[src/rtl/link_status_ctrl.sv]
// link_status_ctrl
// Turns each link-status change reported by the PHY failover stage into a
// sequenced MAC reconfiguration: hold TX, drain, settle, then apply all new
// values in one cycle. Interrupt causes go to a clear-on-read register.
// Build option: define LINK_STATUS_DRAIN_EN to make DRAIN wait for tx_busy
// low, bounded by DRAIN_TIMEOUT. Without it, DRAIN is a single cycle and
// cause bit 3 is never set.
module link_status_ctrl #(
    parameter int unsigned HOLD_CYCLES   = 1250,
    parameter int unsigned DRAIN_TIMEOUT = 4096
) (
    input  logic       clk,
    input  logic       rst_n,
    input  logic       link_up,
    input  logic [1:0] speed,
    input  logic       full_duplex,
    input  logic       active_port,
    input  logic       link_change,
    input  logic       tx_busy,
    output logic       mac_link,
    output logic [1:0] mac_speed,
    output logic       mac_duplex,
    output logic       mac_port,
    output logic       cfg_update,
    output logic       tx_hold,
    input  logic [3:0] ims,
    input  logic       icr_rd,
    output logic [3:0] icr_rdata,
    output logic       intr
);

    typedef enum logic [1:0] {
        IDLE   = 2'd0,
        DRAIN  = 2'd1,
        SETTLE = 2'd2,
        APPLY  = 2'd3
    } state_t;

    localparam logic [15:0] HOLD_LAST = 16'(HOLD_CYCLES - 1);

    state_t      state_q, state_d;
    logic [15:0] cnt_q, cnt_d;
    logic        pending_q, pending_d;
    logic        link_d;
    logic [1:0]  speed_d;
    logic        duplex_d;
    logic        port_d;
    logic        cfg_update_d;
    logic [3:0]  icr_q;
    logic [3:0]  icr_set;

`ifdef LINK_STATUS_DRAIN_EN
    localparam logic [15:0] DRAIN_LAST = 16'(DRAIN_TIMEOUT);
`else
    // tx_busy and DRAIN_TIMEOUT only matter when the drain wait is built in.
    logic [16:0] drain_unused;
    assign drain_unused = {tx_busy, 16'(DRAIN_TIMEOUT)};
`endif

    // Next-state, sequence counter, applied values and cause bits.
    always_comb begin
        // NOTE: every output of this block gets a default first, so no path
        // can leave a variable unassigned and infer a latch.
        state_d      = state_q;
        cnt_d        = 16'd0;
        pending_d    = pending_q;
        link_d       = mac_link;
        speed_d      = mac_speed;
        duplex_d     = mac_duplex;
        port_d       = mac_port;
        cfg_update_d = 1'b0;
        icr_set      = 4'b0000;

        case (state_q)
            IDLE: begin
                if (link_change) state_d = DRAIN;
            end

            DRAIN: begin
                if (link_change) pending_d = 1'b1;
`ifdef LINK_STATUS_DRAIN_EN
                if (!tx_busy) begin
                    state_d = SETTLE;
                end else if (cnt_q == DRAIN_LAST) begin
                    state_d    = SETTLE;
                    icr_set[3] = 1'b1;
                end else begin
                    cnt_d = cnt_q + 16'd1;
                end
`else
                state_d = SETTLE;
`endif
            end

            SETTLE: begin
                if (link_change) pending_d = 1'b1;
                if (cnt_q == HOLD_LAST) state_d = APPLY;
                else                    cnt_d   = cnt_q + 16'd1;
            end

            APPLY: begin
                link_d       = link_up;
                speed_d      = speed;
                duplex_d     = full_duplex;
                port_d       = active_port;
                cfg_update_d = (link_up != mac_link) || (speed != mac_speed) ||
                               (full_duplex != mac_duplex) || (active_port != mac_port);
                icr_set[0]   = (link_up != mac_link);
                icr_set[1]   = link_up && ((speed != mac_speed) || (full_duplex != mac_duplex));
                icr_set[2]   = (active_port != mac_port);
                // A change arriving in this very cycle is folded in directly,
                // since pending is cleared on the way out.
                state_d      = (pending_q || link_change) ? DRAIN : IDLE;
                pending_d    = 1'b0;
            end

            default: state_d = IDLE;
        endcase
    end

    // State, applied configuration, cause register and interrupt outputs.
    always_ff @(posedge clk) begin
        if (!rst_n) begin
            state_q    <= IDLE;
            cnt_q      <= 16'd0;
            pending_q  <= 1'b0;
            mac_link   <= 1'b0;
            mac_speed  <= 2'b10;
            mac_duplex <= 1'b1;
            mac_port   <= 1'b1;
            cfg_update <= 1'b0;
            tx_hold    <= 1'b1;
            icr_q      <= 4'b0000;
            icr_rdata  <= 4'b0000;
            intr       <= 1'b0;
        end else begin
            // NOTE: non-blocking assignments here, so every register samples
            // the values from before this edge regardless of statement order.
            state_q    <= state_d;
            cnt_q      <= cnt_d;
            pending_q  <= pending_d;
            mac_link   <= link_d;
            mac_speed  <= speed_d;
            mac_duplex <= duplex_d;
            mac_port   <= port_d;
            cfg_update <= cfg_update_d;
            tx_hold    <= (state_d != IDLE) || !link_d;
            // A cause set in the read cycle survives the clear.
            icr_q      <= (icr_rd ? 4'b0000 : icr_q) | icr_set;
            if (icr_rd) icr_rdata <= icr_q;
            intr       <= |(icr_q & ims);
        end
    end

endmodule

[config.mk]
export PLATFORM = sky130hd
export DESIGN_NAME = link_status_ctrl
export DESIGN_NICKNAME = d
export VERILOG_FILES = /design/src/rtl/link_status_ctrl.sv
export SDC_FILE = /design/constraint.sdc
export NUM_CORES = 1
export LEC_CHECK = 0
export BUFFER_PORTS_ARGS = -buffer_cell sky130_fd_sc_hd__buf_2
export CORE_MARGIN = 2
export CORE_UTILIZATION = 38
export CTS_BUF_LIST = sky130_fd_sc_hd__clkbuf_8
export CTS_CLUSTER_DIAMETER = 80
export CTS_CLUSTER_SIZE = 28
export DETAILED_ROUTE_END_ITERATION = 10
export HOLD_SLACK_MARGIN = 0.12
export PLACE_DENSITY = 0.55
export SLEW_MARGIN = 40
export SYNTH_ARGS = -nofsm -noshare
export SYNTH_HDL_FRONTEND = slang
export SYNTH_SLANG_ARGS = --single-unit
[constraint.sdc]
create_clock -name clk -period 2.1 [get_ports clk]
set_input_delay 0.42 -clock clk [delete_from_list [all_inputs] [get_ports clk]]
set_output_delay 0.42 -clock clk [all_outputs]
set_load 0.005 [all_outputs]
Word-level counts from Yosys, hierarchy flattened
Cells that the tools add are included.
Widths: inputs -> output; s select.
- output and inout port bits: 12
- memory bits (read-only): 0
- flip-flop bits (word level): 35
- memory bits (writable): 0
- latch bits: 0
- memories: 0
- shift operators: 0
- add/subtract/negate cells: 1
- $lt $le $gt $ge: 0
- reduce and logical (&&, ||, !) cells: 16
- $mul: 0
- div/mod/pow operators: 0
- muxes and demuxes: 9
- equal/unequal tests: 9
- bitwise gates (word level): 4
- operators with widths (cell ; number):
    $add 16x1->16 const B ; 1
    $eq 16x11->1 const B ; 1
    $pmux 2 s4 ; 1
    $logic_or 1x1->1 ; 6
    $and 4x4->4 ; 1
    $eq 2x2->1 const B ; 2
    $mux 2 ; 2
    $mux 4 ; 1
    $or 4x3->4 ; 1
    $reduce_and 2->1 ; 2
    $reduce_bool 2->1 ; 2
    $reduce_or 4->1 ; 1
    $mux 1 ; 3
    $mux 3 ; 1
    $ne 1x1->1 ; 3
    $reduce_or 3->1 ; 1
    $eq 2x1->1 const B ; 1
    $logic_not 2->1 ; 1
    $ne 2x1->1 const B ; 1
    $ne 2x2->1 ; 1
    $not 1->1 ; 2
    $pmux 1 s2 ; 1
    $reduce_or 2->1 ; 1
    $logic_and 1x1->1 ; 1
    $logic_not 1->1 ; 1

Depth between registers and ports, before layout
- word-level depth: 5
- depth in mapped cells: 7
- mapped depth without buffers: 6

Worst setup path after synthesis
Ideal clock, no wire load.
- path kind: register to register
- start: register state_q[0]
- end: register tx_hold
- cell stages (with the launch flop): 7
- library setup time: 0.127 ns
- arrival: 1.483 ns
- required time: 1.973 ns
- setup slack: 0.489 ns
- clock period less this slack: 1.611 ns
- cell sequence: dfxtp_1 inv_1 ha_1 or3_1 a21oi_1 a311oi_1 or3b_1
- word-level cells in the longest chain between the ends: 4
- elaborated cells on any way between the ends: 11
- RTL lines (element ; RTL line ; text):
    start: declaration ; 41 ; state_t state_q, state_d;
    start signal: assignment ; 139 ; state_q <= state_d;
    $eq 2x2->1, or another cell as far along ; 74 ; case (state_q)
    $pmux 2 s4 / $mux 1 (equally long branches) ; 74 ;
    $reduce_bool 2->1 / $logic_not 1->1 (equally long branches) ; 147 ; tx_hold <= (state_d != IDLE) || !link_d;
    $logic_or 1x1->1 * ; 147 ;
    end signal: assignment ; 147 ;
    end: declaration ; 25 ; output logic tx_hold,
Every way passes the cells marked *; elsewhere a longest branch is shown, timed or not.
A chain may end at the register's enable or synchronous reset.

Worst setup path in the final report
Same ends and word-level chain as after synthesis.

==> results.py <==
metrics = {
    "status": {
        "status": "completed",
    },
    "setup_path": {
        "required_ns": 2.26,
        "path_delay_family": "simple AND/OR/NAND/NOR gates",
        "critPathKind": "flop to flop",
        "worstSetupEndpointType": "flop",
        "path_cells": "inv_1 -> ha_1 -> or3_1 -> a21oi_1 -> a311oi_1 -> or3b_1",
        "cp_slowest_cell": "dfxtp_1",
        "crit_path_max_fanout": 4,
        "crit_arrival_ns": 1.89,
        "cp-start-kind": "flop",
        "critPathBufInv": 1,
        "slowest_delay_ns": 0.37,
    },
    "yosys": {
        "syn_avg_cell_area_um2": 9.38,
        "synth_edf_count": 0,
        "ys_seq_elements": 33,
        "synthArstFlopShare": 0,
        "ys_warn_count": 0,
        "yosysSeqAreaShare": 0.440,
        "synth_cell_types": 38,
        "syn_area_um2": 1500,
        "synth_ff_type": "dfxtp_1",
        "syn_inst": 160,
        "synth_nets": 179,
    },
    "grt": {
        "grt_pass1_wl_um": 4710,
        "grt_usage": 0.140,
        "grt_pass1_vias": 1091,
        "grt_overflow_total": 0,
        "antenna_found_initial": 0,
        "grt_start_max_net_pins": 17,
    },
    "pwr": {
        "p_int_mw": 1.02,
        "power_frac_seq": 0.504,
        "p_clk_frac": 0.314,
        "power.total_mw": 1.40,
        "peakVddDrop_uv": 409,
        "leakagePower_nw": 0.644,
        "switching_share": 0.277,
        "powerDensity_nw_per_um2": 807,
        "combPwrFrac": 0.182,
        "p_switching_uw": 388,
    },
    "route": {
        "drtAntennaViolNets": 0,
        "highest_layer": "met4",
        "viasPerCell": 5.04,
        "wire_per_inst_um": 11.8,
        "drt-initial-drc-count": 45,
        "wl_um": 2770,
        "first_pass_iters": 4,
        "wl_met2_um": 1340,
        "drc": 0,
        "route.met3.wl_um": 117,
        "met1_length_um": 1280,
        "vias": 1180,
    },
    "clocking": {
        "h-tree-depth": 2,
        "cts_sinks": 33,
        "postCtsSetupBuffers": 0,
        "cts_tree": "built",
        "ctsResizeCount": 0,
        "root_buffer": "clkbuf_8",
        "cts_buffer_depth": 2,
        "clk_latency_ns": 0.28,
        "clk_pin_slew_ns": 0.07,
        "cts_buffers": 5,
        "cts_hold_buf": 0,
    },
    "floorplanning": {
        "start_util": 0.401,
        "die_h_um": 66.9,
        "die_area_um2": 4470,
        "io_pins": 26,
        "core_area_um2": 3740,
        "die_w_um": 66.9,
        "rows": 22,
    },
    "sta": {
        "hold_viol": 0,
        "finClkSkew_ns": 0.00412,
        "min_period_ns": 1.73,
        "max_clock_freq_ghz": 0.579,
        "rsz0062_at_grt": "no",
        "fin_setup_tns_ns": 0,
        "post-route-period-util": 0.823,
        "maxSlewViolCount": 0,
        "setup_violations": 0,
    },
    "layout": {
        "drive_gt1_frac": 0.199,
        "syn_to_final_growth_pct": 15.8,
        "n_antenna_cell": 0,
        "final_nets": 204,
        "final_cell_area_um2": 1740,
        "utilization": 0.465,
    },
    "placement": {
        "place_area_um2": 1660,
        "io_buffers": 22,
        "dpl.hpwl_um": 2070,
        "place_congestion": 0.757,
    },
    "hold_path": {
        "hp-class": "input pin to flop",
    },
    "job": {
        "maxCapViolations": 0,
    },
}
## cell type report
type / count / area (µm²)
Sequential cell: 33 / 661
Tap cell: 48 / 60.1
Inverter: 8 / 30.0
Timing Repair Buffer: 24 / 125
Clock inverter: 3 / 13.8
Fill cell: 395 / 2000
Multi-Input combinational cell: 113 / 781
Clock buffer: 5 / 68.8
## placed cells by master (no fill, tap or decap), types with 2 or more instances in the layout
cell type / instances
dfxtp_1: 33
buf_2: 22
nor2_1: 17
xor2_1: 11
inv_1: 9
nand2_1: 9
xnor2_1: 8
and2_1: 7
mux2i_1: 7
nand4_1: 6
nand3_1: 6
nor2b_1: 5
ha_1: 5
clkbuf_8: 5
nor4_1: 4
nor3_1: 3
o22ai_1: 3
o21ai_0: 2
a21oi_1: 2
clkinv_2: 2
buf_4: 2
## stage by stage
step           hold slack (ns)  cells  setup slack [ns]
6_report                 0.382    234             0.371
5_1_grt                  0.376    234             0.271
4_1_cts                  0.378    234             0.370
3_5_place_dp             0.482    226             0.392
3_3_place_gp             0.473    226             0.445
2_1_floorplan            0.452    160             0.489
## power by group through the flow
stage	Combinational [mW]	Sequential [mW]	Clock [mW]
finish	0.256	0.707	0.440
global route	0.296	0.711	0.497
floorplan	0.197	0.714	0
CTS	0.259	0.706	0.458
global placement	0.254	0.717	0
detailed placement	0.258	0.720	0
## layer usage
| metal | up-vias | GRT usage |
|---|---|---|
| met1 | 556 | 0.159 |
| li1 | 595 | - |
| met2 | 24 | 0.238 |
| met3 | 5 | 0.0557 |
| met4 | 0 | 0.0459 |
| met5 | - | 0 |
## final timing paths
check,from,slack [ns],to,cells past startpoint
hold / removal,speed[1],0.38,mac_speed[1],3
setup / recovery,state_q[0],0.37,tx_hold,6
setup reg to reg,state_q[0],0.37,tx_hold,6
hold reg to reg,cnt_q[0],0.49,cnt_q[0],1
## synthesized netlist by cell type, drive strengths merged, types with 2 or more instances
master | instances | area share
dfxtp | 33 | 0.44
nor2 | 18 | 0.047
xor2 | 11 | 0.064
nand2 | 9 | 0.022
inv | 8 | 0.020
xnor2 | 8 | 0.047
and2 | 7 | 0.029
mux2i | 7 | 0.047
nand3 | 7 | 0.027
nand4 | 7 | 0.039
ha | 5 | 0.042
nor2b | 5 | 0.021
buf | 4 | 0.015
nor4 | 4 | 0.017
nor3 | 3 | 0.010
o22ai | 3 | 0.013
a21oi | 2 | 0.0067
and4 | 2 | 0.013
clkbuf | 2 | 0.0050
o21ai | 2 | 0.0067
## worst reg2reg max path, cell delays in order (launching register included)
cell and delay (ns):
dfxtp_1 0.37, inv_1 0.08, ha_1 0.23, or3_1 0.35
a21oi_1 0.15, a311oi_1 0.07, or3b_1 0.36
## state kept, by name, summed over array words and instances, names as in the netlist, 2 cells and up
register	cells
cnt_q	16
icr_q	3
icr_rdata	3
mac_speed	2
state_q	2
## cells by family (layout without fill, tap and decap cells)
| kind of cell | after synthesis | in the layout | share of synthesized area |
|---|---|---|---|
| AO/OA/AOI/OAI | 11 | 11 | 0.0475 |
| XOR/XNOR | 19 | 19 | 0.111 |
| adder cells (fa/ha/maj) | 5 | 5 | 0.0417 |
| buffers and inverters | 14 | 40 | 0.0400 |
| flip-flops | 33 | 33 | 0.440 |
| multiplexers | 7 | 7 | 0.0467 |
| other | 1 | 1 | 0.00250 |
| AND/OR/NAND/NOR | 70 | 70 | 0.271 |
Power figures use the tool's default switching activity.
